## config.mk

```make
export PLATFORM = sky130hd
export DESIGN_NAME = pi_output_limiter
export DESIGN_NICKNAME = d
export VERILOG_FILES = /design/src/rtl/pi_output_limiter_pkg.sv /design/src/rtl/pi_output_limiter_tick_gen.sv /design/src/rtl/pi_output_limiter.sv
export SDC_FILE = /design/constraint.sdc
export NUM_CORES = 1
export LEC_CHECK = 0
export CAP_MARGIN = 30
export CORE_UTILIZATION = 50
export CTS_CLUSTER_SIZE = 25
export DETAILED_ROUTE_END_ITERATION = 7
export PLACE_DENSITY_LB_ADDON = 0.3
export SKIP_LAST_GASP = 1
export SLEW_MARGIN = 20
export SYNTH_ARGS = -nofsm -noshare
export SYNTH_HDL_FRONTEND = slang
export SYNTH_SLANG_ARGS = --single-unit
```

## constraint.sdc

```tcl
create_clock -name i_CLK -period 7.5 [get_ports i_CLK]
set_input_delay 0.75 -clock i_CLK [delete_from_list [all_inputs] [get_ports i_CLK]]
set_output_delay 0.75 -clock i_CLK [all_outputs]
set_load 0.03 [all_outputs]
```

## src/rtl/pi_output_limiter_pkg.sv

```systemverilog
// Shared types, constants and arithmetic helpers for the PI output limiter.
package pi_output_limiter_pkg;

  typedef enum logic [1:0] {
    ST_IDLE = 2'd0,
    ST_RAMP = 2'd1,
    ST_RUN  = 2'd2
  } state_t;

  localparam logic signed [31:0] S32_MAX = 32'sh7FFF_FFFF;
  localparam logic signed [31:0] S32_MIN = 32'sh8000_0000;
  localparam int DIFF_W = 33;

  function automatic logic signed [DIFF_W-1:0] sext33(input logic signed [31:0] x);
    return {x[31], x};
  endfunction

  function automatic logic signed [31:0] clamp32(input logic signed [31:0] x,
                                                 input logic signed [31:0] lo,
                                                 input logic signed [31:0] hi);
    logic signed [31:0] r;
    if (x > hi) begin
      r = hi;
    end else if (x < lo) begin
      r = lo;
    end else begin
      r = x;
    end
    return r;
  endfunction

  // Top two bits disagree only when the 33-bit value left the 32-bit range.
  function automatic logic signed [31:0] sat32(input logic signed [DIFF_W-1:0] x);
    logic signed [31:0] r;
    if (x[DIFF_W-1] != x[DIFF_W-2]) begin
      r = x[DIFF_W-1] ? S32_MIN : S32_MAX;
    end else begin
      r = x[31:0];
    end
    return r;
  endfunction

endpackage

```

## src/rtl/pi_output_limiter_tick_gen.sv

```systemverilog
// Update-rate prescaler: counts 0..DIV-1 while enabled and emits a one-cycle tick
// on the last count; srst clears the count synchronously.
module tick_gen #(
  parameter int DIV = 1
) (
  input  logic i_CLK,
  input  logic i_RST,
  input  logic en,
  input  logic srst,
  output logic tick
);

  localparam int CW = (DIV > 1) ? $clog2(DIV) : 1;
  localparam logic [CW-1:0] LAST = CW'(DIV - 1);

  logic [CW-1:0] cnt_r;
  logic          tick_s;

  // Tick on the terminal count while counting is enabled.
  always_comb begin
    tick_s = en && (cnt_r == LAST);
  end

  // Prescaler count register.
  always_ff @(posedge i_CLK or negedge i_RST) begin
    if (!i_RST) begin
      cnt_r <= '0;
    end else if (srst) begin
      cnt_r <= '0;
    end else if (tick_s) begin
      cnt_r <= '0;
    end else if (en) begin
      cnt_r <= cnt_r + CW'(1);
    end else begin
      cnt_r <= cnt_r;
    end
  end

  assign tick = tick_s;

endmodule

```

## src/rtl/pi_output_limiter.sv

```systemverilog
// Clamps the PI output to the actuator range at a prescaled rate, produces the
// anti-windup residual, and optionally soft-starts (macro PI_SOFT_START_EN).
module pi_output_limiter
  import pi_output_limiter_pkg::*;
#(
  parameter int                 DIV        = 1,
  parameter logic signed [31:0] OUT_MIN    = -32'sd1000,
  parameter logic signed [31:0] OUT_MAX    = 32'sd1000,
  parameter logic signed [31:0] START_VAL  = 32'sd0,
  parameter logic signed [31:0] SLEW_START = 32'sd1
) (
  input  logic               i_CLK,
  input  logic               i_RST,
  input  logic               i_EN,
  input  logic signed [31:0] i_PI,
  output logic signed [31:0] o_CMD,
  output logic signed [31:0] o_AW,
  output logic               o_VALID,
  output logic               o_SAT_HI,
  output logic               o_SAT_LO,
  output logic               o_RAMP
);

`ifdef PI_SOFT_START_EN
  localparam state_t ENABLE_STATE = ST_RAMP;
`else
  localparam state_t ENABLE_STATE = ST_RUN;
`endif

  state_t state_r, state_nxt_s;

  logic                     tick_s, tg_en_s;
  logic signed [31:0]       clamp_s, step_s, res_s;
  logic signed [DIFF_W-1:0] diff_s, abs_s;
  logic                     within_s;

  logic signed [31:0] cmd_r, cmd_nxt_s;
  logic signed [31:0] aw_r, aw_nxt_s;
  logic               valid_r, valid_nxt_s;
  logic               hi_r, hi_nxt_s;
  logic               lo_r, lo_nxt_s;
  logic               ramp_r, ramp_nxt_s;

  // Counting starts the cycle after the IDLE exit so the first tick lands DIV cycles later.
  assign tg_en_s = i_EN && (state_r != ST_IDLE);

  tick_gen #(.DIV(DIV)) u_tick_gen (
    .i_CLK (i_CLK),
    .i_RST (i_RST),
    .en    (tg_en_s),
    .srst  (~i_EN),
    .tick  (tick_s)
  );

  // Clamp, slew step and residual datapath.
  always_comb begin
    clamp_s  = clamp32(i_PI, OUT_MIN, OUT_MAX);
    diff_s   = sext33(clamp_s) - sext33(cmd_r);
    abs_s    = diff_s[DIFF_W-1] ? -diff_s : diff_s;
    within_s = (abs_s <= sext33(SLEW_START));
    step_s   = diff_s[DIFF_W-1] ? (cmd_r - SLEW_START) : (cmd_r + SLEW_START);
    res_s    = sat32(sext33(i_PI) - sext33(clamp_s));
  end

  // State register.
  always_ff @(posedge i_CLK or negedge i_RST) begin
    if (!i_RST) begin
      state_r <= ST_IDLE;
    end else begin
      state_r <= state_nxt_s;
    end
  end

  // Next-state logic; dropping the enable always returns to IDLE.
  always_comb begin
    state_nxt_s = state_r;
    if (!i_EN) begin
      state_nxt_s = ST_IDLE;
    end else begin
      case (state_r)
        ST_IDLE: state_nxt_s = ENABLE_STATE;
        ST_RAMP: begin
          if (tick_s && within_s) begin
            state_nxt_s = ST_RUN;
          end else begin
            state_nxt_s = ST_RAMP;
          end
        end
        ST_RUN:  state_nxt_s = ST_RUN;
        default: state_nxt_s = ST_IDLE;
      endcase
    end
  end

  // Next output values.
  always_comb begin
    cmd_nxt_s   = cmd_r;
    aw_nxt_s    = 32'sd0;
    valid_nxt_s = 1'b0;
    hi_nxt_s    = hi_r;
    lo_nxt_s    = lo_r;
    if (!i_EN) begin
      cmd_nxt_s = START_VAL;
      hi_nxt_s  = 1'b0;
      lo_nxt_s  = 1'b0;
    end else begin
      case (state_r)
        ST_IDLE: begin
          cmd_nxt_s = START_VAL;
          hi_nxt_s  = 1'b0;
          lo_nxt_s  = 1'b0;
        end
        ST_RAMP: begin
          aw_nxt_s = res_s;
          if (tick_s) begin
            valid_nxt_s = 1'b1;
            hi_nxt_s    = (i_PI > OUT_MAX);
            lo_nxt_s    = (i_PI < OUT_MIN);
            cmd_nxt_s   = within_s ? clamp_s : step_s;
          end else begin
            valid_nxt_s = 1'b0;
          end
        end
        ST_RUN: begin
          aw_nxt_s = res_s;
          if (tick_s) begin
            valid_nxt_s = 1'b1;
            hi_nxt_s    = (i_PI > OUT_MAX);
            lo_nxt_s    = (i_PI < OUT_MIN);
            cmd_nxt_s   = clamp_s;
          end else begin
            valid_nxt_s = 1'b0;
          end
        end
        default: begin
          cmd_nxt_s = START_VAL;
          hi_nxt_s  = 1'b0;
          lo_nxt_s  = 1'b0;
        end
      endcase
    end
`ifdef PI_SOFT_START_EN
    ramp_nxt_s = (state_nxt_s == ST_RAMP);
`else
    ramp_nxt_s = 1'b0;
`endif
  end

  // Output registers.
  always_ff @(posedge i_CLK or negedge i_RST) begin
    if (!i_RST) begin
      cmd_r   <= START_VAL;
      aw_r    <= 32'sd0;
      valid_r <= 1'b0;
      hi_r    <= 1'b0;
      lo_r    <= 1'b0;
      ramp_r  <= 1'b0;
    end else begin
      cmd_r   <= cmd_nxt_s;
      aw_r    <= aw_nxt_s;
      valid_r <= valid_nxt_s;
      hi_r    <= hi_nxt_s;
      lo_r    <= lo_nxt_s;
      ramp_r  <= ramp_nxt_s;
    end
  end

  assign o_CMD    = cmd_r;
  assign o_AW     = aw_r;
  assign o_VALID  = valid_r;
  assign o_SAT_HI = hi_r;
  assign o_SAT_LO = lo_r;
  assign o_RAMP   = ramp_r;

endmodule

```

# Yosys cells after proc, flatten, opt, wreduce, memory -nomap -nowiden
# Index checks and enable logic that the tools add are counted.
dict set report word_totals {
  ram_bits 0
  out_inout_bits 68
  memories 0
  reg_bits 70
  mem_bits_ro 0
  latchBits 0
}
dict set report op_classes {
  add_sub_neg 6
  reduce_logical 8
  order_cmp 3
  muxes 28
  eq_ne 7
  div 0
  bitwise_logic 1
  shifts 0
  multipliers 0
}
# operator n
set op_table {}
lappend op_table {{$mux 32} 11}
lappend op_table {{$sub 32x32->33} 2}
lappend op_table {{$pmux 32 s2} 1}
lappend op_table {{$le 33x2->1 const B} 1}
lappend op_table {{$mux 33} 1}
lappend op_table {{$neg 33->33} 1}
lappend op_table {{$add 32x2->32 const B} 1}
lappend op_table {{$gt 32x11->1 const B} 1}
lappend op_table {{$lt 32x11->1 const B} 1}
lappend op_table {{$sub 32x2->32 const B} 1}
lappend op_table {{$mux 1} 12}
lappend op_table {{$ne 3x3->1 const B} 2}
lappend op_table {{$mux 2} 2}
lappend op_table {{$pmux 2 s2} 1}
lappend op_table {{$reduce_or 2->1} 2}
lappend op_table {{$logic_and 1x1->1} 3}
lappend op_table {{$ne 3x1->1 const B} 1}
lappend op_table {{$ne 3x2->1 const B} 1}
lappend op_table {{$eq 2x1->1 const B} 1}
lappend op_table {{$eq 2x2->1 const B} 1}
lappend op_table {{$logic_not 2->1} 1}
lappend op_table {{$reduce_and 2->1} 1}
lappend op_table {{$reduce_bool 2->1} 1}
lappend op_table {{$add 1x1->1 const B} 1}
lappend op_table {{2 further kinds} 2}

# Longest topological paths before layout
# Gate-level depths: netlist of run 1.
dict set report depth {
  word_depth 11
  mapped_depth 36
}

# Hierarchy
# A second synthesis of run 1 with hierarchy kept.
dict set report hier_totals {
  cells_unflattened 1206
  area_unflattened_um2 9293.9
}
# module area_per_inst_um2 seq_area_each_um2 n_inst cells_per_inst
set by_module_without_submodules {}
lappend by_module_without_submodules {pi_output_limiter 9247.6 1726.7 1 1203}
lappend by_module_without_submodules {tick_gen 46.3 25.0 1 3}

# Least setup slack after synthesis of run 1
# Ideal clock, no wire load.
dict set report synth_path {
  kind {input to register}
  from {input port i_PI[31]}
  to {register cmd_r[31] (netlist: o_CMD[31])}
  slack_ns -0.928
  setup_time_ns 0.127
  stages 35
  t_arrival_ns 8.301
  required_ns 7.373
  path_cell_list {buf_2 > nand4_1 > nor4_1 > nand3_1 > ha_1 > clkbuf_1 > o21ai_0 > inv_1 > ha_1 > a21o_1 > and2_4 > or4_4 > a221o_1 > a311o_4 > a21o_1 > a31oi_1 > nor2_1 > inv_1 > clkbuf_1 > ha_1 > a21o_1 > a211oi_1 > o21ai_0 > a31oi_1 > a31o_2 > o311a_1 > o31ai_1 > o21ai_0 > nand2b_1 > a21oi_1 > o21ai_0 > o41ai_1 > xnor2_1 > nand3_1 > o211ai_2}
}
dict set report synth_via {
  elab_chain_cells 11
  word_cells_on_any_way 14
}
# element line_no
set synth_rtl {}
lappend synth_rtl {{start: declaration} pi_output_limiter.sv:15} ;# input logic signed [31:0] i_PI,
lappend synth_rtl {{$lt 32x11->1} pi_output_limiter_pkg.sv:24} ;# end else if (x < lo) begin
lappend synth_rtl {{$mux 32} pi_output_limiter_pkg.sv:24}
lappend synth_rtl {{$mux 32 *} pi_output_limiter_pkg.sv:22} ;# if (x > hi) begin
lappend synth_rtl {{$sub 32x32->33} pi_output_limiter.sv:58} ;# diff_s = sext33(clamp_s) - sext33(cmd_r);
lappend synth_rtl {{$neg 33->33} pi_output_limiter.sv:59} ;# abs_s = diff_s[DIFF_W-1] ? -diff_s : diff_s;
lappend synth_rtl {{$mux 33} pi_output_limiter.sv:59}
lappend synth_rtl {{$le 33x2->1} pi_output_limiter.sv:60} ;# within_s = (abs_s <= sext33(SLEW_START));
lappend synth_rtl {{$mux 32} pi_output_limiter.sv:119} ;# cmd_nxt_s = within_s ? clamp_s : step_s;
lappend synth_rtl {{$mux 32} pi_output_limiter.sv:115} ;# if (tick_s) begin
lappend synth_rtl {{$pmux 32 s2 *} pi_output_limiter.sv:107} ;# case (state_r)
lappend synth_rtl {{$mux 32 *} pi_output_limiter.sv:102} ;# if (!i_EN) begin
lappend synth_rtl {{end signal: assignment} pi_output_limiter.sv:159} ;# cmd_r <= cmd_nxt_s;
lappend synth_rtl {{end: declaration} pi_output_limiter.sv:37} ;# logic signed [31:0] cmd_r, cmd_nxt_s;
# Mark *: on every way between the ends. The rest lies on a longest branch, timed or not. The select of a mux whose other input is x is not followed.
# A chain may end at the register's enable or synchronous reset.

# Final worst setup path of run 1
dict set report layout_path {
  from {input port i_PI[9]}
  to {register cmd_r[30] (netlist: o_CMD[30])}
}
# The elaborated chain is that of the path after synthesis.

==> results.tsv, run 1 <==
metric	value	unit
placed_cell_area	12760	sq um
portBuffers	101	
end_kind	flop	
cellLeakagePower	6.297	nW
synth_top_cell_area_share	0.1876	
finalHoldViolCount	0	
synth_simple_gate_area_frac	0.2171	
clock_path_buffers	2	
synth_compound_area_frac	0.3107	
die_h	138.6	microns
fill_cells	1325	
dp_slack	-0.9004	ns
yosys_warnings	0	
synthTopCellsByArea	dfrtp_1 19%, ha_1 13%, a21oi_1 6.3%	
highest_layer	met4	
whs	0.3000	ns
critPathMaxFanout	13	
vias	11030	
drive_gt1_frac	0.2741	
n_antenna_cell	0	
io_pins	103	
cts_tree	done	
switchingPower	0.7213	mW
grt_pass1_vias	10650	
grtUsageTotal	0.3281	
yosysTopAreaCell	dfrtp_1	
synth_top_family_by_area	compound AO/OA/AOI/OAI gates	
synthArstFlopShare	1.000	
clk_pin_slew	0.06	ns
cts.sink_count	70	
grt_max_degree	71	
first_pass_iters	7	
p_int	1.151	mW
seqPwrFrac	0.218	
met2_length	16120	microns
hpwl	25370	microns
syn2layout_area_growth	45.45	%
arrival	7.65	ns
synth.avg_cell_area	7.858	sq um
rr_endpoint	o_CMD[30]	
switching_share	0.3853	
relSlewSlack	0.6082	
drv_cap	0	
antenna_found_initial	0	
synth_cell_types	91	
synth_edf_count	0	
period_needed	7.417	ns
crit_slowest_cell	clkdlybuf4s50_1	
root_buffer	clkbuf_16	
finalCritPeriodShare	0.9889	
yosysSeqAreaShare	0.1876	
cts.hold.buffers_added	0	
die_x	138.6	microns
overflow	0	
dieArea	19220	sq um
fmax	134.8	MHz
powerDensity	137.9	nW/um^2
worstPathRequired	7.73	ns
r2r_start	o_CMD[4]	
core	18150	sq um
peakVddDrop	126.1	uV
syn-num-nets	1324	
p_clk_frac	0.260	
cpPeakStageDelay	0.50	ns
timing.final.ws_setup	0.08299	ns
hold_class	input pin to asynchronous set/reset pin	
gp_congestion	0.9809	
cp_num_buf_inv	9	
ant_nets	0	
numCtsBuffers	9	
num_rows	49	
p_comb_frac	0.522	
failed_checks	design-rule violations	
synthMuxAreaShare	0.007640	
synthXorXnorAreaFrac	0.07774	
mostFrequentLayoutCell	buf_4	
worstMarginPinSlew	0.5728	ns
cts-htree-levels	3	
wl_met1	13170	microns
rrSetupSlack	1.59	ns
clock_latency	0.35	ns
r2r_cells	28	
wl_met3	1876	microns
synth_fa_ha_area_frac	0.1378	
cp.depth	37	
grt_first_pass_wirelength	51160	microns
crit_top_cell	buf_4	
cp-start-kind	input pin	
setup_viol	0	
worst_clock_skew	0.004944	ns
drcViolationCount	8	
drt-wirelength-per-cell	18.10	microns
start_util	0.5144	
drt_iter0_drc	668	
fin_area	13580	sq um
critPathKind	input pin to flop	
layout.nets	1711	
synth_cells	1188	
routed_via_density	6.097	
synthFlopType	dfrtp_1	
outcome	finished with violations	
cp_top_family	compound AO/OA/AOI/OAI gates	
drv_slew	0	
syn_area	9335	sq um
ys_ff_latch	70	
layout_common_cells	303 x buf_4, 108 x a21oi_1, 97 x inv_1, 97 x nand2_1, 95 x ha_1	
wirelength	32750	microns
## power by group through the flow
stage | clock network (mW) | logic, mW | registers (mW)
after floorplan | 0 | 0.500 | 0.450
after global routing | 0.505 | 1.05 | 0.410
after CTS | 0.490 | 0.940 | 0.408
after detailed placement | 0 | 0.928 | 0.414
after global placement | 0 | 0.910 | 0.414
final | 0.487 | 0.977 | 0.408
## sequential cells by signal (all words and copies together) (netlist names)
signal and count:
o_SAT_HI 1, state_r 2, o_VALID 1, u_tick_gen.cnt_r 1, o_AW 32, o_CMD 32
o_SAT_LO 1
## kinds of logic (layout without fill, tap and decap cells)
kind of cell	after synthesis	count (layout)
buf+inv	136	528
compound gates	402	402
simple gates	389	389
fa+ha+maj	101	101
xor+xnor	82	82
flops	70	70
other cells	1	1
mux	7	7
## how the worst max path moves through the flow
stage | startpoint | end | slack [ns]
global route | i_PI[1] | o_CMD[30] | -0.07
global placement | i_PI[20] | o_CMD[30] | -0.64
detailed placement | i_PI[18] | o_CMD[30] | -0.90
finish | i_PI[9] | o_CMD[30] | 0.08
floorplan | i_PI[31] | o_CMD[31] | 0.01
CTS | i_PI[31] | o_CMD[30] | -0.04
## what timing repair did
action	in CTS	in global routing
cloned	0	0
setup endpoints to repair	6	34
pin swaps	2	38
gates resized for setup	18	77
setup buffers	1	7
## stage by stage
stage	util	total power [mW]	std cells	setup TNS, ns
floorplan	-	0.9507	1188	0
global placement	0.7030	1.324	1784	-4.245
detailed placement	0.7030	1.342	1784	-9.706
CTS	0.7259	1.838	1801	-0.04322
global route	0.7482	1.969	1809	-0.2563
finish	0.7482	1.872	1809	0
## final cells by class
| cell class | instances | area [sq um] | share of cell area |
|---|---|---|---|
| clock buffer | 11 | 252.7 | 0.01861 |
| clock inverter | 5 | 81.33 | 0.005990 |
| inverter | 101 | 384.1 | 0.02829 |
| multi-input combinational | 982 | 7363 | 0.5423 |
| sequential | 70 | 1752 | 0.1290 |
| tap | 229 | 286.5 | 0.02110 |
| timing repair buffer | 411 | 3458 | 0.2547 |
## per-layer routing
layer  vias up  track usage
met4         0       0.1485
met2       427       0.5888
met3       121      0.04523
met1      5286       0.3888
li1       5196            -
met5         -            0
## cell usage after synthesis, drive strengths merged (5+ instances only)
master	instances
a21o	31
a211oi	14
nand2b	22
nor2b	11
and3	13
a311oi	5
nand4b	6
or4	7
nor4	16
buf	11
mux2i	6
a31oi	14
nand3	28
nor2	76
o221ai	34
xor2	40
and4	5
a21boi	5
o21ai	74
nand4	22
nor3	31
dfrtp	70
or2	8
nand3b	5
a2111oi	8
and2	16
clkbuf	24
nand2	98
inv	101
a21oi	119
xnor2	42
o211ai	12
o21a	14
o21bai	14
or3	14
ha	98
o31ai	9
(Power assumes the default switching activity.)
==> run 2: changes to the inputs <==
==> constraint.sdc (replaced) <==
create_clock -name i_CLK -period 9.61 [get_ports i_CLK]
set_input_delay 0.961 -clock i_CLK [delete_from_list [all_inputs] [get_ports i_CLK]]
set_output_delay 0.961 -clock i_CLK [all_outputs]
set_load 0.03 [all_outputs]
==> run 2 against run 1 <==
The flow still finishes with violations (design-rule violations); clock skew is 0.0010 ns lower; via count is 14% lower; combinational power is 39% lower; first-iteration DRC count is 3.7% higher; hold slack better by 0.20 ns; register-to-register slack better by 1.2 ns; utilization is 14 points lower; global-route usage is 4.5 points lower; flip-flop and latch count stayed put; non-clock buffer count is 285 lower; clock power is 30% lower; design area is 19% lower; highest routed layer unchanged.
==> results.tsv, run 2 (synthesis gave the netlist of run 1 again) <==
metric	value	unit	change
critPathMaxFanout	23		+10
r2r_start	o_CMD[4]		
relSlewSlack	0.3745		-0.2337
drt_iter0_drc	693		+3.7%
met1_usage	0.3732		-0.01559
critPathKind	input pin to flop		
cellLeakagePower	4.640	nW	-26%
cp_top_family	compound AO/OA/AOI/OAI gates		
antenna_found_initial	0		unchanged
period_needed	8.973	ns	
rr_endpoint	o_CMD[31]		
fmax	111.4	MHz	
end_kind	flop		
failed_checks	design-rule violations		
die_x	138.6	microns	unchanged
dieArea	19220	sq um	unchanged
start_util	0.5144		unchanged
outcome	finished with violations		
worstPathRequired	9.84	ns	+2.11 ns
die_h	138.6	microns	unchanged
rrSetupSlack	2.84	ns	+1.25 ns
num_rows	49		unchanged
hpwl	21100	microns	-17%
r2r_cells	27		-3.6%
first_pass_iters	8		+1
cts.sink_count	70		unchanged
powerDensity	113.8	nW/um^2	-17%
drcViolationCount	9		+1
routed_via_density	6.259		+2.6%
finalHoldViolCount	0		unchanged
n_antenna_cell	0		unchanged
crit_slowest_cell	clkdlybuf4s50_1		
portBuffers	101		unchanged
grt_max_degree	71		unchanged
setup_viol	0		unchanged
core	18150	sq um	unchanged
drv_cap	0		unchanged
finalCritPeriodShare	0.9337		
utilization	0.6045		-0.1437
gp_congestion	0.9760		-0.50%
crit_top_cell	a31oi_1		
p_total	1.249	mW	-33%
met2_usage	0.4630		-0.1258
drt-wirelength-per-cell	17.84	microns	-1.4%
layout.nets	1426		-17%
placed_cell_area	10650	sq um	-17%
cp-start-kind	input pin		
grtUsageMet3	0.03695		-0.008287
peakVddDrop	83.04	uV	-34%
layout_common_cells	117 x a21oi_1, 101 x inv_1, 100 x clkdlybuf4s50_1		
numCtsBuffers	9		unchanged
busiest_layer	met2		
grt_first_pass_wirelength	44380	microns	-13%
dp.cells	1507		-16%
syn2layout_area_growth	17.52	%	
drv_slew	0		unchanged
clock_path_buffers	2		unchanged
grtUsageTotal	0.2828		-0.04535
worstMarginPinSlew	0.9146	ns	+0.3417 ns
wirelength	27170	microns	-17%
root_buffer	clkbuf_16		
ant_nets	0		unchanged
timing.setup.tns	0	ns	unchanged
vias	9532		-14%
post_layout_nonfiller_instances	1523		-16%
overflow	0		unchanged
arrival	9.20	ns	+1.55 ns
grt_pass1_vias	8862		-17%
io_pins	103		unchanged
clk_pin_slew	0.06	ns	about the same
cp_num_buf_inv	4		-5
cts-htree-levels	3		unchanged
rsz0062_at_grt	false		
drive_gt1_frac	0.07960		-0.1945
critPathLaunch	i_PI[11]		
cts_tree	done		
fin_area	10970	sq um	-19%
hold_class	input pin to asynchronous set/reset pin		
clock_latency	0.35	ns	about the same
cpPeakStageDelay	0.57	ns	+0.07 ns
mostFrequentLayoutCell	a21oi_1		
worst_clock_skew	0.003948	ns	-0.0009956 ns
[run 2: cell count changes in the layout (fill, tap and decap cells not counted), sizes merged]
cell	before	now
buf	311	26
clkdlybuf4s50	80	100
dlymetal6s2s	20	0
clkbuf	11	9
bufinv	2	1
clkinv	2	3
clkinvlp	1	2
[run 2: per-stage QoR]
stage	setup slack, ns	hold slack, ns
finish	0.6371	0.5042
global route	0.005663	0.5205
CTS	0.6104	0.5045
detailed placement	0.3090	0.5004
global placement	0.5578	0.5017
floorplan	0.9710	0.4642
[run 2: cell type report]
class | count | area, sq um
fill | 1659 | 7177
multi-input combinational | 982 | 7036
sequential | 70 | 1752
timing repair buffer | 126 | 1229
inverter | 101 | 379.1
tap | 229 | 286.5
clock buffer | 9 | 225.2
clock inverter | 6 | 63.81
[run 2: layer usage]
layer	vias up	part of all wire	wire (microns)
met3	63	0.058	1583
met1	4471	0.44	12020
met2	364	0.46	12590
met4	0	0.036	978
met5	-	0	0
li1	4634	-	-
[run 2: worst max path at each step]
| stage | endpoint | depth (start not counted) |
|---|---|---|
| 2_1_floorplan | o_CMD[31] | 35 |
| 3_3_place_gp | o_CMD[31] | 33 |
| 3_5_place_dp | o_CMD[31] | 31 |
| 4_1_cts | o_CMD[31] | 31 |
| 5_1_grt | o_CMD[30] | 33 |
| 6_report | o_CMD[31] | 31 |
[run 2: worst register-to-register path, stage by stage, from the launching register on]
cell      delay [ns]
dfrtp_1         0.40
inv_1           0.06
ha_1            0.36
a21o_1          0.20
and2_4          0.16
or4_4           0.48
a221o_1         0.37
a311o_4         0.38
a21o_1          0.24
a31oi_1         0.34
nor2_1          0.10
inv_1           0.19
buf_4           0.34
ha_1            0.34
and2_1          0.19
a31o_2          0.21
a31oi_1         0.24
a31o_2          0.24
o311a_1         0.23
o31ai_1         0.10
o21ai_0         0.24
nand2b_1        0.09
a21oi_1         0.30
o21ai_0         0.18
o41ai_1         0.33
xnor2_1         0.12
nand3_1         0.11
o211ai_2        0.08
[run 2: where the power goes]
| part | switching [mW] | internal, mW | leakage [nW] | total (mW) |
|---|---|---|---|---|
| clock | 0.140 | 0.199 | 0.137 | 0.339 |
| sequential | 0.00846 | 0.309 | 0.957 | 0.318 |
| combinational | 0.364 | 0.228 | 3.55 | 0.592 |
| total | 0.513 | 0.736 | 4.64 | 1.25 |
[run 2: what timing repair did]
item	4_1_cts	5_1_grt
hold buffers	0	0
buffers inserted	0	0
setup endpoints to repair	0	3
resized for setup	0	1
==> run 3: changes to the inputs <==
==> constraint.sdc (replaced) <==
create_clock -name i_CLK -period 10.16 [get_ports i_CLK]
set_input_delay 1.016 -clock i_CLK [delete_from_list [all_inputs] [get_ports i_CLK]]
set_output_delay 1.016 -clock i_CLK [all_outputs]
set_load 0.03 [all_outputs]
==> run 3 against run 2 <==
Via count rose by 0.16%; the flow still finishes with violations (design-rule violations); design area fell by 0.15%; clock-buffer cell count rose by 1; final cell count fell by 0.20%.
==> results.tsv, run 3 (synthesis gave the netlist of run 1 again) <==
metric	value	unit	change
clock_latency	0.34	ns	about the same
die_h	138.6	microns	unchanged
finalCritPeriodShare	0.9341		
dieArea	19220	sq um	unchanged
cp-start-kind	input pin		
fill_cells	1662		+0.18%
drt-wirelength-per-cell	17.69	microns	-0.84%
clock_path_buffers	2		unchanged
layout_common_cells	117 x a21oi_1, 101 x inv_1, 100 x clkdlybuf4s50_1		
fmax	105.4	MHz	
wirelength	26890	microns	-1.0%
peakVddDrop	81.22	uV	-2.2%
gp_congestion	0.9538		-2.3%
core	18150	sq um	unchanged
worstMarginPinSlew	0.9370	ns	+0.02246 ns
cts_setup_buffers	0		unchanged
finalHoldViolCount	0		unchanged
end_kind	flop		
setup_viol	0		unchanged
start_util	0.5144		unchanged
routed_via_density	6.281		+0.36%
timing.setup.tns	0	ns	unchanged
failed_checks	design-rule violations		
numCtsBuffers	9		unchanged
cp_num_buf_inv	3		-1
rsz0062_at_grt	false		
io_pins	103		unchanged
clk_pin_slew	0.05	ns	about the same
first_pass_iters	7		-1
syn2layout_area_growth	17.34	%	
ant_nets	0		unchanged
r2r_cells	28		+3.7%
overflow	0		unchanged
drv_cap	0		unchanged
outcome	finished with violations		
drt_iter0_drc	601		-13%
cts.hold.buffers_added	0		unchanged
portBuffers	101		unchanged
die_x	138.6	microns	unchanged
antenna_found_initial	0		unchanged
worst_clock_skew	0.007827	ns	+0.003879 ns
drive_gt1_frac	0.07746		-0.002139
hold_class	flop to flop		
drv_slew	0		unchanged
root_buffer	clkbuf_16		
cts.sink_count	70		unchanged
cp.depth	34		+9.7%
relSlewSlack	0.3724		-0.002126
crit_slowest_cell	nor4_1		
utilization	0.6036		-0.0008960
critPathMaxFanout	13		-43%
arrival	9.69	ns	+0.49 ns
powerDensity	107.7	nW/um^2	-5.3%
critPathKind	input pin to flop		
period_needed	9.491	ns	
drcViolationCount	7		-2
whs_path_depth	1		
num_rows	49		unchanged
post_cts_resize_count	0		unchanged
cpPeakStageDelay	0.72	ns	+0.15 ns
grtUsageTotal	0.2810		-0.001822
grt_pass1_vias	8905		+0.49%
cts_tree	done		
vias	9547		+0.16%
n_antenna_cell	0		unchanged
cellLeakagePower	4.632	nW	-0.18%
hpwl	21140	microns	+0.16%
cts-htree-levels	3		unchanged
worstPathRequired	10.36	ns	+0.52 ns
cp_top_family	compound AO/OA/AOI/OAI gates		
grt_first_pass_wirelength	44250	microns	-0.30%
layout.nets	1423		-0.21%
mostFrequentLayoutCell	a21oi_1		
grt_max_degree	71		unchanged
==> run 3: cell types whose count changed in the layout (fill, tap and decap cells not counted) <==
| cell | delta |
|---|---|
| nor4_2 | -1 |
| clkinv_2 | -1 |
| nor2_1 | -1 |
| clkinvlp_4 | -1 |
| nor4_1 | +1 |
| clkinv_4 | +1 |
| clkbuf_8 | +1 |
| buf_4 | -3 |
| nor2_2 | +1 |
==> run 3: worst paths after layout <==
| path | start | end | slack (ns) |
|---|---|---|---|
| max | i_PI[11] | o_CMD[30] | 0.67 |
| min reg2reg | u_tick_gen.cnt_r | o_VALID | 0.52 |
| max in group asynchronous | i_RST | o_CMD[7] | 8.98 |
| min | u_tick_gen.cnt_r | o_VALID | 0.52 |
| min in group asynchronous | i_RST | o_AW[27] | 0.61 |
| max reg2reg | o_CMD[0] | o_CMD[30] | 3.24 |
==> run 3: power by group <==
part / switching (mW) / internal, mW / leakage, nW
Combinational: 0.343 / 0.215 / 3.53
Sequential: 0.00819 / 0.293 / 0.957
Clock: 0.126 / 0.196 / 0.145
==> run 3: through the flow <==
stage	total power, mW	setup WS, ns	instance area, sq um	instances	hold slack, ns
2_1_floorplan	0.6992	1.466	9335	1188	0.4642
3_3_place_gp	0.8434	0.6770	10610	1503	0.4990
3_5_place_dp	0.8522	0.3765	10630	1504	0.5077
4_1_cts	1.178	0.6676	10930	1519	0.5149
5_1_grt	1.252	0.1033	10950	1520	0.5433
6_report	1.180	0.6692	10950	1520	0.5224
==> run 3: layout make-up <==
cell class / instances / area (sq um) / share of cell area
clock buffers: 10 / 239.0 / 0.02182
clock inverters: 5 / 60.06 / 0.005483
inverters: 101 / 379.1 / 0.03461
multi-input cells: 982 / 7032 / 0.6419
flip-flops and latches: 70 / 1752 / 0.1599
well taps: 229 / 286.5 / 0.02616
repair buffers: 123 / 1206 / 0.1101
==> run 3: routing by layer <==
layer	share of wire	vias up	track usage
met4	0.037	0	0.1199
li1	-	4632	-
met3	0.057	67	0.03280
met2	0.47	347	0.4753
met1	0.44	4501	0.3624
met5	0	-	0
==> run 3: worst register-to-register path, delay by kind of cell, from the launching register on <==
family,cells,cell delay [ns]
AOI/OAI and AO/OA,16,3.55
and+or+nand+nor,6,1.22
adders and majority gates,3,1.02
DFF,1,0.47
buffers and inverters,2,0.33
xor gates and xnor gates,1,0.17
